File: src/rtl/bus_master_req_if.sv
// Requester-side bus bundle: command push port, arbitrated bus beat port and read response.
interface bus_master_req_if #(
  parameter int unsigned AW = 8,
  parameter int unsigned DW = 32
);
  logic          cmd_valid;
  logic          cmd_we;
  logic [AW-1:0] cmd_addr;
  logic [DW-1:0] cmd_wdata;
  logic          cmd_ready;
  logic          m_req;
  logic          m_grant;
  logic          m_cmd;
  logic          m_wr;
  logic [AW-1:0] m_addr;
  logic [DW-1:0] m_dout;
  logic [DW-1:0] m_din;
  logic          rsp_valid;
  logic [DW-1:0] rsp_rdata;
  logic          busy;

  modport master (
    input  cmd_valid, cmd_we, cmd_addr, cmd_wdata, m_grant, m_din,
    output cmd_ready, m_req, m_cmd, m_wr, m_addr, m_dout, rsp_valid, rsp_rdata, busy
  );

  modport slave (
    output cmd_valid, cmd_we, cmd_addr, cmd_wdata, m_grant, m_din,
    input  cmd_ready, m_req, m_cmd, m_wr, m_addr, m_dout, rsp_valid, rsp_rdata, busy
  );
endinterface

File: src/rtl/bus_master_req.sv
// Per-master bus requester: queues commands, requests the arbiter, issues one beat per
// granted cycle up to a tenure limit, and returns read data two cycles after a read beat.
module bus_master_req #(
  parameter int unsigned AW       = 8,
  parameter int unsigned DW       = 32,
  parameter int unsigned DEPTH    = 4,
  parameter int unsigned MAX_HOLD = 4
) (
  input  logic              clk,
  input  logic              reset_n,
  bus_master_req_if.master  bus
);

  localparam int unsigned PW = $clog2(DEPTH);
  localparam int unsigned CW = $clog2(DEPTH) + 1;
  localparam int unsigned BW = $clog2(MAX_HOLD + 1);

  typedef struct packed {
    logic          we;
    logic [AW-1:0] addr;
    logic [DW-1:0] wdata;
  } cmd_t;

  typedef enum logic [1:0] {IDLE, REQ, BUS, REL} state_t;

  cmd_t          mem [DEPTH];
  cmd_t          head;
  logic [PW-1:0] wr_ptr;
  logic [PW-1:0] rd_ptr;
  logic [CW-1:0] count;
  logic          not_full;
  logic          push_c;
  logic          pop_c;
  logic          beat_clr_c;
  logic          req_nxt_c;
  logic [BW-1:0] beat_cnt;
  state_t        state;
  state_t        state_nxt;

  logic          m_req_q;
  logic          m_cmd_q;
  logic          m_wr_q;
  logic [AW-1:0] m_addr_q;
  logic [DW-1:0] m_dout_q;
  logic          rd_pend;
  logic          rsp_valid_q;
  logic [DW-1:0] rsp_rdata_q;

  assign not_full = (count != CW'(DEPTH));
  assign push_c   = bus.cmd_valid && not_full;
  assign head     = mem[rd_ptr];

  assign bus.cmd_ready = not_full;
  assign bus.busy      = (count != '0) || (state != IDLE);
  assign bus.m_req     = m_req_q;
  assign bus.m_cmd     = m_cmd_q;
  assign bus.m_wr      = m_wr_q;
  assign bus.m_addr    = m_addr_q;
  assign bus.m_dout    = m_dout_q;
  assign bus.rsp_valid = rsp_valid_q;
  assign bus.rsp_rdata = rsp_rdata_q;

  // Command storage; contents need no reset since count gates every read.
  always_ff @(posedge clk) begin
    if (push_c) begin
      mem[wr_ptr] <= '{we: bus.cmd_we, addr: bus.cmd_addr, wdata: bus.cmd_wdata};
    end
  end

  always_ff @(posedge clk or negedge reset_n) begin
    if (!reset_n) begin
      wr_ptr <= '0;
      rd_ptr <= '0;
      count  <= '0;
    end else begin
      if (push_c) wr_ptr <= wr_ptr + PW'(1);
      if (pop_c)  rd_ptr <= rd_ptr + PW'(1);
      case ({push_c, pop_c})
        2'b10:   count <= count + CW'(1);
        2'b01:   count <= count - CW'(1);
        default: count <= count;
      endcase
    end
  end

  always_ff @(posedge clk or negedge reset_n) begin
    if (!reset_n) state <= IDLE;
    else          state <= state_nxt;
  end

  // Tenure control: beats only pop on granted BUS cycles with work queued and budget left.
  always_comb begin
    state_nxt  = state;
    pop_c      = 1'b0;
    beat_clr_c = 1'b0;
    case (state)
      IDLE: if (count != '0) state_nxt = REQ;
      REQ: begin
        if (bus.m_grant) begin
          state_nxt  = BUS;
          beat_clr_c = 1'b1;
        end
      end
      BUS: begin
        if (!bus.m_grant) begin
          state_nxt = (count != '0) ? REQ : REL;
        end else if ((count == '0) || (beat_cnt == BW'(MAX_HOLD))) begin
          state_nxt = REL;
        end else begin
          pop_c = 1'b1;
        end
      end
      REL: state_nxt = IDLE;
      default: state_nxt = IDLE;
    endcase
    req_nxt_c = (state_nxt == REQ) || (state_nxt == BUS);
  end

  always_ff @(posedge clk or negedge reset_n) begin
    if (!reset_n) begin
      m_req_q     <= 1'b0;
      m_cmd_q     <= 1'b0;
      m_wr_q      <= 1'b0;
      m_addr_q    <= '0;
      m_dout_q    <= '0;
      beat_cnt    <= '0;
      rd_pend     <= 1'b0;
      rsp_valid_q <= 1'b0;
      rsp_rdata_q <= '0;
    end else begin
      m_req_q <= req_nxt_c;
      m_cmd_q <= pop_c;
      if (pop_c) begin
        m_wr_q   <= head.we;
        m_addr_q <= head.addr;
        m_dout_q <= head.wdata;
      end
      if (beat_clr_c)  beat_cnt <= '0;
      else if (pop_c)  beat_cnt <= beat_cnt + BW'(1);
      // Read data arrives the cycle after the beat and is presented one cycle later.
      rd_pend     <= m_cmd_q && !m_wr_q;
      rsp_valid_q <= rd_pend;
      if (rd_pend) rsp_rdata_q <= bus.m_din;
    end
  end

endmodule
File: src/flat_wrapper.sv
// flat-port wrapper written by rule: the top's interface ports become plain ports
module bus_master_req_flat 
#(
  parameter int unsigned AW       = 8,
  parameter int unsigned DW       = 32,
  parameter int unsigned DEPTH    = 4,
  parameter int unsigned MAX_HOLD = 4
)
  (clk, reset_n, bus_cmd_valid, bus_cmd_we, bus_cmd_addr, bus_cmd_wdata, bus_m_grant, bus_m_din, bus_cmd_ready, bus_m_req, bus_m_cmd, bus_m_wr, bus_m_addr, bus_m_dout, bus_rsp_valid, bus_rsp_rdata, bus_busy);
  bus_master_req_if #(.AW(AW), .DW(DW)) bus_i ();
  input  logic clk;
  input  logic reset_n;
  input wire logic [$bits(bus_i.cmd_valid)-1:0] bus_cmd_valid;
  input wire logic [$bits(bus_i.cmd_we)-1:0] bus_cmd_we;
  input wire logic [$bits(bus_i.cmd_addr)-1:0] bus_cmd_addr;
  input wire logic [$bits(bus_i.cmd_wdata)-1:0] bus_cmd_wdata;
  input wire logic [$bits(bus_i.m_grant)-1:0] bus_m_grant;
  input wire logic [$bits(bus_i.m_din)-1:0] bus_m_din;
  output wire logic [$bits(bus_i.cmd_ready)-1:0] bus_cmd_ready;
  output wire logic [$bits(bus_i.m_req)-1:0] bus_m_req;
  output wire logic [$bits(bus_i.m_cmd)-1:0] bus_m_cmd;
  output wire logic [$bits(bus_i.m_wr)-1:0] bus_m_wr;
  output wire logic [$bits(bus_i.m_addr)-1:0] bus_m_addr;
  output wire logic [$bits(bus_i.m_dout)-1:0] bus_m_dout;
  output wire logic [$bits(bus_i.rsp_valid)-1:0] bus_rsp_valid;
  output wire logic [$bits(bus_i.rsp_rdata)-1:0] bus_rsp_rdata;
  output wire logic [$bits(bus_i.busy)-1:0] bus_busy;
  assign bus_i.cmd_valid = bus_cmd_valid;
  assign bus_i.cmd_we = bus_cmd_we;
  assign bus_i.cmd_addr = bus_cmd_addr;
  assign bus_i.cmd_wdata = bus_cmd_wdata;
  assign bus_i.m_grant = bus_m_grant;
  assign bus_i.m_din = bus_m_din;
  assign bus_cmd_ready = bus_i.cmd_ready;
  assign bus_m_req = bus_i.m_req;
  assign bus_m_cmd = bus_i.m_cmd;
  assign bus_m_wr = bus_i.m_wr;
  assign bus_m_addr = bus_i.m_addr;
  assign bus_m_dout = bus_i.m_dout;
  assign bus_rsp_valid = bus_i.rsp_valid;
  assign bus_rsp_rdata = bus_i.rsp_rdata;
  assign bus_busy = bus_i.busy;
  bus_master_req #(.AW(AW), .DW(DW), .DEPTH(DEPTH), .MAX_HOLD(MAX_HOLD)) u_core (.clk(clk), .reset_n(reset_n), .bus(bus_i));
endmodule
File: config.mk
export PLATFORM = sky130hd
export DESIGN_NAME = bus_master_req_flat
export DESIGN_NICKNAME = d
export VERILOG_FILES = /design/src/rtl/bus_master_req_if.sv /design/src/rtl/bus_master_req.sv /design/src/flat_wrapper.sv
export SDC_FILE = /design/constraint.sdc
export NUM_CORES = 1
export LEC_CHECK = 0
export CORE_UTILIZATION = 53
export CTS_CLUSTER_SIZE = 8
export DETAILED_ROUTE_END_ITERATION = 7
export PLACE_DENSITY = 0.79
export SYNTH_ARGS = -nofsm -noshare
export SYNTH_HDL_FRONTEND = slang
export SYNTH_SLANG_ARGS = --single-unit
File: constraint.sdc
create_clock -name clk -period 3.5 [get_ports clk]
set_input_delay 0.525 -clock clk [delete_from_list [all_inputs] [get_ports clk]]
set_output_delay 0.525 -clock clk [all_outputs]
set_load 0.02 [all_outputs]
==> impl_metrics.csv <==
group,metric,value,unit
route,drt_iter0_drc,207,
power_and_ir_drop,powerDensity,917,nW/µm²
timing,final_count_of_hold_timing_violations,0,
finish,drive_above_1_share,0.273,
setup_path,critical_path.cell_chain,"or3_1 > or3_1 > clkdlybuf4s50_1",
grt,grt_max_degree,82,
floorplan,floorplan.io_pins,155,
status,status,"finished clean",
synth,synth_warnings,0,
timing,maxSlewViolCount,0,
floorplan,dieArea,18700,µm²
floorplan,coreArea,17500,µm²
floorplan,floorplan.rows,48,
synth,mappedNetlistNets,529,
finish,fillerInstances,1087,
grt,gr-usage-all-layers,0.208,
clock_network,clock_tree_buf_depth,3,
clock_network,holdBufCountCts,0,
finish,layout.cell_area.non_filler,12400,µm²
min_path,min-delay-path-class,"in -> async",
clock_network,post_cts_buffers,0,
synth,synthTopCellsByArea,"edfxtp_1 51%, dfrtp_1 23%, mux4_2 9.6%",
route,drt_wl_total,18300,µm
clock_network,h-tree-depth,2,
power_and_ir_drop,leakage,4.59,nW
floorplan,chipHeight,137,µm
clock_network,cts_inserted_buffers,37,
setup_path,reg2reg_setup_slack,0.93,ns
synth,yosys_register_bits,253,
synth,netlist_area,9640,µm²
route,dr.pass1.iters,5,
synth,ys_async_sr_fraction,0.352,
setup_path,timing.critical_path.to_type,"primary output",
finish,nets,712,
clock_network,path_clk_slew,0.05,ns
clock_network,cts.repair.resized,0,
flow_run,maxCapViolations,0,
route,residual_antenna_violating_net_count_after_detailed_routing,0,
floorplan,starting_density_of_the_core,0.550,
synth,number_of_flops_mapped_to_enable_cells_by_yosys,164,
synth,syn-instance-count,444,
timing,tns,0,ns
setup_path,worst_ep_arrival_time,2.30,ns
synth,synth_top_area_frac,0.511,
clock_network,worstSkewPairLatency,0.51,ns
synth,synthesis.area_per_instance,21.7,µm²
placement,place.port_buffers,154,
route,remaining_drc_errors,0,
grt,grt_antenna_before_repair,0,
setup_path,reg2reg_depth,8,
synth,synth_largest_area_cell,"edfxtp_1",
route,vias_per_cell,5.49,
synth,top_count_cell_post_synth,"edfxtp_1",
finish,syn_to_final_growth,29.1,%
setup_path,crit-reg2reg-capture,"u_core.count[1]",
timing,worst-slew-pin-transition,1.25,ns
finish,area_of_the_multi_input_gates,2310,µm²
route,routedWlPerCell,20.9,µm
timing,fin_crit,2.82,ns
floorplan,chipWidth,137,µm
timing,clock.fmax,355,MHz
synth,synth_top_cells_by_count,"164 x edfxtp_1, 89 x dfrtp_1, 41 x mux4_2, 38 x mux2_4, 37 x mux2_2",
route,total_number_of_vias,4812,
timing,setup_viol,0,
grt,first_global_vias,5228,
timing,fin_worst_skew,0.0195,ns
timing,maxSlewHeadroom,0.169,
setup_path,startpoint_type,"flop",
placement,routabilityCongestion,0.728,
timing,final_worst_path_period_share,0.806,
power_and_ir_drop,total_power,11.4,mW
setup_path,crit-reg2reg-launch,"u_core.beat_cnt[0]",
placement,dp_hpwl,11000,µm
setup_path,critical_path.most_common_cell,"or3_1",
setup_path,worst_path_largest_cell_delay,0.56,ns
grt,grt_pass1_wl,28400,µm
grt,grt_remaining_overflow,0,
synth,synth_cell_type_count,40,
synth,synth-seq-area-share,0.742,
power_and_ir_drop,vdd_ir_drop_max,0.691,mV
synth,synth_ff_type,"edfxtp_1",
clock_network,cts.sinks,253,
setup_path,worstPathRequired,2.97,ns
setup_path,critical_path_class,"reg -> out",
clock_network,tritoncts,"yes",
timing,grt_setup_unrepaired,"no",
finish,final-seq-area,7160,µm²
placement,placed_cell_area,11400,µm²
setup_path,critical_path.max_fanout,5,
clock_network,clockRootBuffer,"clkbuf_16",
finish,insertedDiodeCount,0,
setup_path,critical_path_s_slowest_cell,"clkdlybuf4s50_1",
[worst max path at each step]
stage	start	to	slack [ns]	cells after the start
floorplan	u_core.beat_cnt[0]	u_core.count[1]	1.03	9
finish	u_core.count[0]	bus_busy	0.68	3
CTS	u_core.count[0]	bus_busy	0.65	3
global route	u_core.count[0]	bus_busy	0.60	3
global placement	bus_m_grant	u_core.count[1]	0.57	7
detailed placement	bus_m_grant	u_core.count[1]	0.52	7
[cell usage in the layout, fill, tap and decap left out, types with 3 or more instances in the layout]
cell	count
xnor2_1	4
edfxtp_1	164
clkdlybuf4s50_1	153
buf_4	9
clkbuf_16	37
and3_2	4
nor2_1	3
mux2_4	38
ha_1	7
inv_1	6
dfrtp_1	87
mux4_2	41
clkbuf_1	23
nand2_1	3
mux2_2	37
[through the flow]
stage | util | cells | hold slack (ns) | worst slack (ns)
CTS | 0.710 | 876 | 0.262 | 0.645
floorplan | - | 444 | 0.229 | 1.03
global placement | 0.651 | 813 | 0.453 | 0.568
detailed placement | 0.651 | 813 | 0.456 | 0.520
global route | 0.710 | 876 | 0.310 | 0.598
finish | 0.710 | 876 | 0.219 | 0.679
[flip-flops by register name, summed over array words and instances, names as in the netlist]
register	count
u_core.beat_cnt	3
u_core.bus.m_addr	8
u_core.bus.m_cmd	1
u_core.bus.m_dout	32
u_core.bus.m_req	1
u_core.bus.m_wr	1
u_core.bus.rsp_rdata	32
u_core.bus.rsp_valid	1
u_core.count	3
u_core.mem	164
u_core.rd_pend	1
u_core.rd_ptr	2
u_core.state	2
u_core.wr_ptr	2
[layout make-up]
type,instances,area share
Multi-Input combinational cell,165,0.186
Clock inverter,3,0.00181
Clock buffer,60,0.0813
Timing Repair Buffer,163,0.130
Tap cell,225,0.0226
Sequential cell,253,0.575
Inverter,7,0.00312
[layer usage]
layer  up-vias  wire, µm  GRT usage
met5         -         0          0
met4         0       470     0.0824
met3        40      1340     0.0485
met2       192      8960      0.347
met1      2445      7560      0.264
li1       2135         -          -
[worst max-delay path: cells and delay by family, from the launching register on]
| kind | cells | cell delay (ns) |
|---|---|---|
| AND/OR/NAND/NOR | 2 | 0.80 |
| flip-flops | 1 | 0.44 |
| buffers and inverters | 1 | 0.56 |
[kinds of logic after synthesis]
logic type | share of synthesized area
compound gates | 0.0114
xor+xnor | 0.00545
fa+ha+maj | 0.0112
buf+inv | 0.0189
flops | 0.742
mux | 0.198
simple gates | 0.0132
[where the power goes]
part | total [mW] | internal, mW | switching, mW
sequential | 4.81 | 4.12 | 0.689
combinational | 3.45 | 1.99 | 1.46
clock | 3.15 | 1.96 | 1.19
total | 11.4 | 8.07 | 3.34
(Power assumes the default switching activity.)
==> patch (same flow settings) <==
The 4 states of `state_t` get a one-hot encoding in 4 bits.
--- a/src/rtl/bus_master_req.sv
+++ b/src/rtl/bus_master_req.sv
@@ -21,7 +21,7 @@
     logic [DW-1:0] wdata;
   } cmd_t;
 
-  typedef enum logic [1:0] {IDLE, REQ, BUS, REL} state_t;
+  typedef enum logic [3:0] {IDLE = 4'b0001, REQ = 4'b0010, BUS = 4'b0100, REL = 4'b1000} state_t;
 
   cmd_t          mem [DEPTH];
   cmd_t          head;
Function: no difference found for any inputs over 10 cycles, from zero or initial values and one cycle with reset_n low; not proved beyond that.
==> patch against the original RTL <==
  * Synthesized area about the same
  * Setup slack worse by 0.11 ns
  * Register-to-register slack improved by 0.03 ns
  * Sequential cell count grew 2
  * Total power down 5.9%
  * Die area about the same
  * Clock skew decreased by 0.0067 ns
  * Non-clock buffer count is 2 higher
  * Routed wire length rose by 0.78%
  * Sequential power is 2% lower
  * Design area grew 0.14%
  * Highest routed layer unchanged
==> patch: results (changes against the original RTL) <==
* Final wirelength at 18500 µm (+0.78%)
* Yosys cell types at 36 (-10%)
* Status: complete, no violations
* CTS Buf Count at 37 (unchanged)
* Layout cells sized above 1 at 27.1% (-0.29 points)
* Register-to-register setup slack at 0.96 ns (+0.03 ns)
* Via count at 4819 (+0.15%)
* Worst hold slack at 0.142 ns (-0.0778 ns)
* Cells after DPL at 821 (+0.98%)
* Crit path max fanout at 4 (-1)
* Syn-to-layout area delta at 29.2%
* Max FFs per register at 164 (unchanged)
* Post-synthesis cell count at 449 (+1.1%)
* Slew headroom at 14.7% (-2.2 points)
* Complex-gate fraction of the synthesized area at 0.363% (-0.78 points)
* Finish-stage setup viols at 0 (unchanged)
* Ys async rst share at 35.7% (+0.51 points)
* Worst skew pair latency at 0.50 ns
* Most common library cells after synthesis: edfxtp_1, dfrtp_1, mux2_2, mux4_2, mux2_4
* Post-Synth XOR/XNOR Area at 0.636% (+0.091 points)
* Hold WC Path Type: input pin to asynchronous set/reset pin
* Initial DRC count at 213 (+2.9%)
* Vias in the first global route at 5260 (+0.61%)
* Top post-synthesis cells by area: edfxtp_1, dfrtp_1, mux4_2, mux2_2, mux2_4
* Layout net count at 720 (+1.1%)
* Post-synthesis sequential area ratio at 74.7% (+0.51 points)
* LEAKAGE at 4.67 nW (+1.7%)
* Cts repair resizes at 0 (unchanged)
* Multiplexer share of the synthesized area at 19.5% (-0.33 points)
* Switch Pwr at 3.05 mW (-8.6%)
* Worst-case clock skew at 0.0127 ns (-0.00674 ns)
* Fraction of the mapped netlist area in adder cells at 1.12% (about the same)
* Ys Warns at 0 (unchanged)
* Worst reg2reg path depth at 11 (+3)
* Drt pass-1 iters at 4 (-1)
* Routability cong. at 0.764 (+4.9%)
* Drt wl/cell at 20.9 µm (about the same)
* Max VDD drop at 568 µV (-18%)
* Crit path DAT at 2.40 ns (+0.10 ns)
* Largest net degree at the start of global routing at 63 (-23%)
* Place WS at 0.515 ns (-0.00566 ns)
* First-pass GRT wire length at 28700 µm (+0.83%)
* Placed Area at 11400 µm² (+0.20%)
* Post-Syn Nets at 534 (+0.95%)
* GRT Total Usage at 20.7% (-0.069 points)
* R2r endpoint: u_core.count[2]
* Post-detail-place hpwl at 11300 µm (+2.9%)
## patch: logic make-up (layout without fill, tap and decap cells)
family	count (synthesis)	in the layout
mux	116	116
xor+xnor	7	7
simple gates	30	30
flops	255	255
compound gates	6	6
fa+ha+maj	8	8
buf+inv	27	236
## patch: power by group through the flow
stage / registers, mW / clock network (mW) / logic [mW]
6_report: 4.69 / 3.13 / 2.92
5_1_grt: 4.80 / 3.33 / 3.12
4_1_cts: 4.71 / 3.20 / 2.96
3_5_place_dp: 4.75 / 0 / 2.94
3_3_place_gp: 4.70 / 0 / 2.87
2_1_floorplan: 4.87 / 0 / 1.46
## patch: final cells by class
cell class / count / share of cell area (%)
tap: 225 / 2.26
timing repair buffer: 165 / 13.0
inverter: 9 / 0.311
clock inverter: 2 / 0.141
sequential: 255 / 57.8
multi-input combinational: 167 / 18.3
clock buffer: 60 / 8.12
## patch: how the worst max path moves through the flow
stage	startpoint	to	slack, ns	depth (start not counted)
after global routing	u_core.count[1]	bus_busy	0.51	3
after global placement	bus_m_grant	u_core.count[2]	0.64	10
after CTS	u_core.count[1]	bus_busy	0.54	3
after floorplan	u_core.beat_cnt[0]	u_core.count[2]	1.13	12
after detailed placement	bus_m_grant	u_core.count[2]	0.51	10
final	u_core.count[1]	bus_busy	0.57	3
## patch: per-layer routing
layer  up-vias  global-route usage (%)  share of wire, %
met5         -                       0                 0
met4         0                    5.92               1.8
met3        32                    5.19               7.1
met2       179                    35.2                50
met1      2476                    26.5                41
li1       2132                       -                 -
## patch: critical path: stages (launching register included)
cell and delay, ns:
dfrtp_1 0.41, or3_4 0.44, or4_1 0.50, clkdlybuf4s50_1 0.57
